**src/rtl/csr_pkg.sv**
```systemverilog
// Shared definitions for the CSR counter unit: address map, CSR op encoding
// and the read-modify-write helper used by every writable CSR.
package csr_pkg;

    localparam logic [11:0] CSR_MCYCLE        = 12'hB00;
    localparam logic [11:0] CSR_MINSTRET      = 12'hB02;
    localparam logic [11:0] CSR_MHPM_BASE     = 12'hB03;
    localparam logic [11:0] CSR_HI_OFFSET     = 12'h080;
    localparam logic [11:0] CSR_USER_BASE     = 12'hC00;
    localparam logic [11:0] CSR_MCOUNTINHIBIT = 12'h320;

    typedef enum logic [1:0] {
        CSR_OP_NONE  = 2'd0,
        CSR_OP_WRITE = 2'd1,
        CSR_OP_SET   = 2'd2,
        CSR_OP_CLEAR = 2'd3
    } csr_op_e;

    function automatic logic [31:0] csr_apply_op(input logic [31:0] old,
                                                 input logic [31:0] wdata,
                                                 input csr_op_e     op);
        case (op)
            CSR_OP_WRITE: return wdata;
            CSR_OP_SET:   return old | wdata;
            CSR_OP_CLEAR: return old & ~wdata;
            default:      return old;
        endcase
    endfunction

endpackage

```
**src/rtl/csr_counter.sv**
```systemverilog
// One CNT_W-bit CSR counter. A write to either half wins over the increment
// for the whole counter in that cycle; wrap-around is plain modular addition.
module csr_counter #(
    parameter int CNT_W = 64
) (
    input  logic             clk,
    input  logic             rst,
    input  logic             inc,
    input  logic             inhibit,
    input  logic             wr_lo,
    input  logic             wr_hi,
    input  logic [31:0]      wdata,
    output logic [CNT_W-1:0] value
);

    always_ff @(posedge clk or posedge rst) begin
        if (rst) begin
            value <= '0;
        end else if (wr_lo) begin
            value[31:0] <= wdata;
        end else if (wr_hi) begin
            value[CNT_W-1:32] <= wdata[CNT_W-33:0];
        end else if (inc && !inhibit) begin
            value <= value + {{(CNT_W-1){1'b0}}, 1'b1};
        end
    end

endmodule

```
**src/rtl/csr_counter_unit.sv**
```systemverilog
// mcycle / minstret / mhpmcounterN block with user read-only shadows and
// mcountinhibit. Reads are combinational; writes commit on the next clock edge.
module csr_counter_unit
    import csr_pkg::*;
#(
    parameter int CNT_W = 64,
    parameter int N_HPM = 4,
    parameter int XLEN  = 32
) (
    input  logic                           clk,
    input  logic                           rst,
    input  logic [11:0]                    csr_addr,
    input  logic [1:0]                     csr_op,
    input  logic [XLEN-1:0]                csr_wdata,
    input  logic                           csr_valid,
    input  logic                           inst_retire,
    input  logic [(N_HPM > 0 ? N_HPM : 1)-1:0] hpm_event,
    output logic [XLEN-1:0]                csr_rdata,
    output logic                           csr_hit,
    output logic                           csr_illegal
);

    localparam int NCNT = 2 + N_HPM;
    localparam logic [6:0] OFF_CY  = CSR_MCYCLE[6:0];
    localparam logic [6:0] OFF_IR  = CSR_MINSTRET[6:0];
    localparam logic [6:0] OFF_HPM = CSR_MHPM_BASE[6:0];

    logic [CNT_W-1:0] cnt_val [NCNT];
    logic [NCNT-1:0]  cnt_inc;
    logic [NCNT-1:0]  cnt_wr_lo;
    logic [NCNT-1:0]  cnt_wr_hi;
    logic [NCNT-1:0]  inhibit;
    logic [NCNT-1:0]  inhibit_next;
    logic             inhibit_wr;

    csr_op_e     op;
    logic [11:0] base;
    logic [6:0]  idx;
    logic [4:0]  sel;
    logic        is_mach, is_user, is_hi, cnt_hit, inh_hit;
    logic        eff_write, wr_ok;
    logic [31:0] inh_rd, old_val, new_val;

    assign op = csr_op_e'(csr_op);

    // Counter slot 0 is mcycle, 1 is minstret, 2+i is hpm i; the same slot
    // numbering is used for the internal inhibit vector.
    always_comb begin
        base    = {csr_addr[11:8], 8'h00};
        idx     = csr_addr[6:0];
        is_hi   = (csr_addr & CSR_HI_OFFSET) != '0;
        is_mach = base == CSR_MCYCLE;
        is_user = base == CSR_USER_BASE;
        inh_hit = csr_addr == CSR_MCOUNTINHIBIT;
        cnt_hit = 1'b0;
        sel     = '0;
        if (is_mach || is_user) begin
            if (idx == OFF_CY) begin
                cnt_hit = 1'b1;
                sel     = 5'd0;
            end else if (idx == OFF_IR) begin
                cnt_hit = 1'b1;
                sel     = 5'd1;
            end else if (idx >= OFF_HPM && idx < OFF_HPM + 7'(N_HPM)) begin
                cnt_hit = 1'b1;
                sel     = 5'(idx - OFF_HPM) + 5'd2;
            end
        end
    end

    always_comb begin
        inh_rd    = '0;
        inh_rd[0] = inhibit[0];
        inh_rd[2] = inhibit[1];
        for (int i = 0; i < N_HPM; i++) begin
            inh_rd[3+i] = inhibit[2+i];
        end
        old_val = '0;
        for (int k = 0; k < NCNT; k++) begin
            if (cnt_hit && sel == 5'(k)) begin
                old_val = is_hi ? 32'(cnt_val[k][CNT_W-1:32]) : cnt_val[k][31:0];
            end
        end
        if (inh_hit) begin
            old_val = inh_rd;
        end
    end

    // Set/clear with a zero mask is a pure read and therefore never illegal.
    always_comb begin
        new_val     = csr_apply_op(old_val, csr_wdata, op);
        eff_write   = csr_valid && (op != CSR_OP_NONE) &&
                      (op == CSR_OP_WRITE || csr_wdata != '0);
        csr_hit     = cnt_hit || inh_hit;
        csr_rdata   = old_val;
        csr_illegal = cnt_hit && is_user && eff_write;
        wr_ok       = eff_write && csr_hit && !is_user;
        inhibit_wr  = wr_ok && inh_hit;
        inhibit_next    = '0;
        inhibit_next[0] = new_val[0];
        inhibit_next[1] = new_val[2];
        for (int i = 0; i < N_HPM; i++) begin
            inhibit_next[2+i] = new_val[3+i];
        end
        cnt_wr_lo = '0;
        cnt_wr_hi = '0;
        for (int k = 0; k < NCNT; k++) begin
            if (wr_ok && cnt_hit && sel == 5'(k)) begin
                cnt_wr_lo[k] = !is_hi;
                cnt_wr_hi[k] = is_hi;
            end
        end
    end

    always_ff @(posedge clk or posedge rst) begin
        if (rst) begin
            inhibit <= '0;
        end else if (inhibit_wr) begin
            inhibit <= inhibit_next;
        end
    end

    assign cnt_inc[0] = 1'b1;
    assign cnt_inc[1] = inst_retire;

    if (N_HPM > 0) begin : g_ev
        assign cnt_inc[NCNT-1:2] = hpm_event;
    end else begin : g_noev
        logic unused_ev;
        assign unused_ev = hpm_event[0];
    end

    for (genvar k = 0; k < NCNT; k++) begin : g_cnt
        csr_counter #(.CNT_W(CNT_W)) u_cnt (
            .clk     (clk),
            .rst     (rst),
            .inc     (cnt_inc[k]),
            .inhibit (inhibit[k]),
            .wr_lo   (cnt_wr_lo[k]),
            .wr_hi   (cnt_wr_hi[k]),
            .wdata   (new_val),
            .value   (cnt_val[k])
        );
    end

endmodule

```
**config.mk**
```make
export PLATFORM = sky130hd
export DESIGN_NAME = csr_counter_unit
export DESIGN_NICKNAME = d
export VERILOG_FILES = /design/src/rtl/csr_pkg.sv /design/src/rtl/csr_counter.sv /design/src/rtl/csr_counter_unit.sv
export SDC_FILE = /design/constraint.sdc
export NUM_CORES = 2
export LEC_CHECK = 0
export CORE_MARGIN = 2
export CORE_UTILIZATION = 55
export CTS_BUF_LIST = sky130_fd_sc_hd__clkbuf_4 sky130_fd_sc_hd__clkbuf_8
export CTS_CLUSTER_SIZE = 10
export DETAILED_ROUTE_END_ITERATION = 8
export GPL_TIMING_DRIVEN = 0
export PLACE_DENSITY = 0.78
export SYNTH_ARGS = -nofsm -noshare
export SYNTH_HDL_FRONTEND = slang
export SYNTH_SLANG_ARGS = --single-unit
```
**constraint.sdc**
```tcl
create_clock -name clk -period 38.7 [get_ports clk]
set_clock_uncertainty 0.2 [all_clocks]
set_input_delay 7.74 -clock clk [delete_from_list [all_inputs] [get_ports clk]]
set_output_delay 7.74 -clock clk [all_outputs]
set_load 0.01 [all_outputs]
```
==> results.json <==
{
  "status": "complete, but fails checks",
  "violations": "max-capacitance violations, max-slew violations",
  "min_period_ns": 20.95,
  "syn_area_um2": 28240,
  "finalWirelength_um": 149300,
  "final_cells": 4094,
  "crit_fanout": 10,
  "setup_ws_ns": 17.75,
  "r2r_start": "g_cnt[5].u_cnt.value[34]$_DFFE_PP0P_",
  "grt_max_degree": 119,
  "cp.required_ns": 30.76,
  "cp.buffers_inverters": 5,
  "grt_pass1_vias": 28280,
  "yosysTopAreaCell": "dfrtp_1",
  "drv_slew": 61,
  "slew_headroom": -0.07797,
  "placed_cells": 3943,
  "fin_crit_sh": 0.5414,
  "r2r_cells": 8,
  "crit_path_top_delay_cell": "a221oi_1",
  "setup_viol_count_final": 0,
  "grt_pass1_wl_um": 208600,
  "vias": 30930,
  "path_clk_slew_ns": 0.05,
  "cts_htree_levels": 3,
  "cp.depth": 13,
  "crit_type": "primary input to primary output",
  "ys_ff_latch": 390,
  "final_nets": 3403,
  "hold_ws_ns": 0.3578,
  "die_area_um2": 53180,
  "synthTopCellsByArea": "dfrtp_1 (35%), mux2i_1 (5.4%), xnor2_1 (5.1%)",
  "clock_path_buffers": 3,
  "crit_chain": "clkdlybuf4s50_1, inv_1, ha_1, nor3_1, a31oi_2, o21a_1, nor2_1, buf_2, buf_1, nand2_1, mux2_2, a221oi_1, clkdlybuf4s50_1",
  "cp.arrival_ns": 13.01,
  "track_usage": 0.5567,
  "place_area_um2": 30080,
  "yosysUniqueCellTypes": 105,
  "hold_buffers": 0,
  "p_comb_frac": 0.162,
  "cts_setup_buffers": 0,
  "tightest_slew_ns": 1.617,
  "r2r_slack_ns": 33.92,
  "dr.first_iter.drc_count": 5658,
  "drive_above_1_share": 0.1242,
  "setup_tns_ns": 0,
  "wl_per_cell_um": 36.48,
  "yosysMostFrequentCell": "dfrtp_1",
  "power.density_nw_per_um2": 34.59,
  "maxCapViolations": 4,
  "clockPowerShare": 0.407,
  "fmax_mhz": 47.73,
  "leakagePower_nw": 13.09,
  "dpl_worst_slack_ns": 18.21,
  "netSwitchingPower_w": 0.0003634,
  "hold_path_class": "flip-flop to flip-flop",
  "synthArstFlopShare": 1.000,
  "post_cts_resize_count": 0,
  "yosysWarningCount": 0,
  "dp_hpwl_um": 108600,
  "synth_area_per_cell_um2": 8.906,
  "crit_top_cell": "clkdlybuf4s50_1",
  "p_seq_frac": 0.431,
  "routabilityCongestion": 1.121,
  "switching_share": 0.3314,
  "antenna_found_initial": 14,
  "core_um2": 50990,
  "via_per_inst": 7.554,
  "ys_top_cells_by_count": "dfrtp_1 (390), nand2_1 (333), a21oi_1 (242), nand3_1 (213), nor2_1 (197)",
  "ys_seq_area_frac": 0.3456,
  "cts_buffers": 74,
  "boundaryPins": 88,
  "start_kind": "primary input",
  "drc": 0,
  "syn_nets": 3235,
  "crit_path_start": "csr_addr[0]",
  "initial_core_util": 0.5539,
  "critPathMaxStageDelay_ns": 1.01,
  "synth_cells": 3171,
  "cts_sinks": 390,
  "critPathCaptureType": "primary output",
  "worstReg2RegEnd": "g_cnt[0].u_cnt.value[34]$_DFFE_PP0P_",
  "fill_cells": 4451,
  "die_h_um": 230.6,
  "synth_top_area_frac": 0.3456,
  "ant_nets": 0,
  "grt-ovfl-total": 0,
  "final_area_um2": 31700,
  "synth_edf_count": 0,
  "whs_path_depth": 1,
  "vdd.ir_drop.worst_v": 0.00002965,
  "die_x_um": 230.6,
  "syn2layout_area_growth_pct": 12.26,
  "cts-root-buf": "clkbuf_8",
  "firstDrtPassIters": 8,
  "critPathTopFamily": "buffers and inverters",
  "final_hold_viol_count": 0,
  "grt_setup_unrepaired": "false",
  "port_buffers": 84,
  "crit_path_end": "csr_rdata[24]",
  "tritoncts": "done",
  "insertion_delay_ns": 0.72,
  "ys.flop_type": "dfrtp_1",
  "fp-row-count": 83,
  "intPower_w": 0.0007333
}
worst min path at each step:
stage | startpoint | to
2_1_floorplan | inhibit[1]$_DFFE_PP0P_ | inhibit[1]$_DFFE_PP0P_
3_3_place_gp | g_cnt[0].u_cnt.value[51]$_DFFE_PP0P_ | g_cnt[0].u_cnt.value[51]$_DFFE_PP0P_
3_5_place_dp | g_cnt[0].u_cnt.value[51]$_DFFE_PP0P_ | g_cnt[0].u_cnt.value[51]$_DFFE_PP0P_
4_1_cts | g_cnt[0].u_cnt.value[51]$_DFFE_PP0P_ | g_cnt[0].u_cnt.value[51]$_DFFE_PP0P_
5_1_grt | g_cnt[4].u_cnt.value[33]$_DFFE_PP0P_ | g_cnt[4].u_cnt.value[33]$_DFFE_PP0P_
6_report | g_cnt[0].u_cnt.value[51]$_DFFE_PP0P_ | g_cnt[0].u_cnt.value[51]$_DFFE_PP0P_
sequential cells by signal, indices dropped and copies added, names as in the netlist:
| signal | cells |
|---|---|
| g_cnt.u_cnt.value | 384 |
| inhibit | 6 |
through the flow:
stage / util / power [W]
5_1_grt: 0.6206 / 0.001110
3_5_place_dp: 0.5898 / 0.0006402
3_3_place_gp: 0.5870 / 0.0006342
6_report: 0.6218 / 0.001097
4_1_cts: 0.6204 / 0.001073
2_1_floorplan: - / 0.0005544
kinds of logic (layout without fill, tap and decap cells):
family,after synthesis,in the layout,synth area share
xor gates and xnor gates,322,322,0.09986
muxes,239,239,0.1123
DFF,390,390,0.3456
adders and majority gates,10,10,0.004430
and+or+nand+nor,1248,1248,0.2256
other,0,25,0
AOI/OAI and AO/OA,729,729,0.1734
buffers and inverters,233,451,0.03894
layer usage:
layer | global-route usage | wire length [µm]
met1 | 0.6746 | 50440
met2 | 0.7442 | 57180
met3 | 0.2717 | 25620
met4 | 0.4442 | 15940
met5 | 0.01563 | 172
worst register-to-register path: stages, from the launching register on:
cell	delay [ns]
dfrtp_1	0.53
mux4_2	0.51
a22o_1	0.28
a21oi_1	0.24
nand2_1	0.13
a222oi_1	0.92
buf_2	0.35
clkbuf_1	1.14
o21ai_0	0.29
power by group through the flow:
stage	clock, W	sequential, W	combinational, W
2_1_floorplan	0	0.000458	0.0000960
3_3_place_gp	0	0.000474	0.000160
3_5_place_dp	0	0.000475	0.000165
4_1_cts	0.000439	0.000468	0.000166
5_1_grt	0.000456	0.000473	0.000181
6_report	0.000446	0.000473	0.000178
cells in the final DEF, fill, tap and decap left out, types with 97 or more instances in the layout:
cell type / synthesis / layout
nor2_1: 197 / 197
o21ai_0: 151 / 151
dfrtp_1: 390 / 390
xnor2_1: 164 / 164
nand2_1: 333 / 333
xor2_1: 158 / 158
nand3_1: 213 / 213
and3_1: 99 / 99
a21oi_1: 242 / 241
mux2i_1: 151 / 151
nor3_1: 97 / 97
area by class of cell:
class	instances	area, µm²	area share
Timing Repair Buffer	92	964.7	0.03043
Clock inverter	10	93.84	0.002960
Antenna cell	25	62.56	0.001973
Buffer	187	928.4	0.02928
Tap cell	680	850.8	0.02684
Multi-Input combinational cell	2548	17400	0.5488
Inverter	46	180.2	0.005683
Sequential cell	390	9759	0.3078
Clock buffer	116	1465	0.04621
Power figures use the tool's default switching activity.
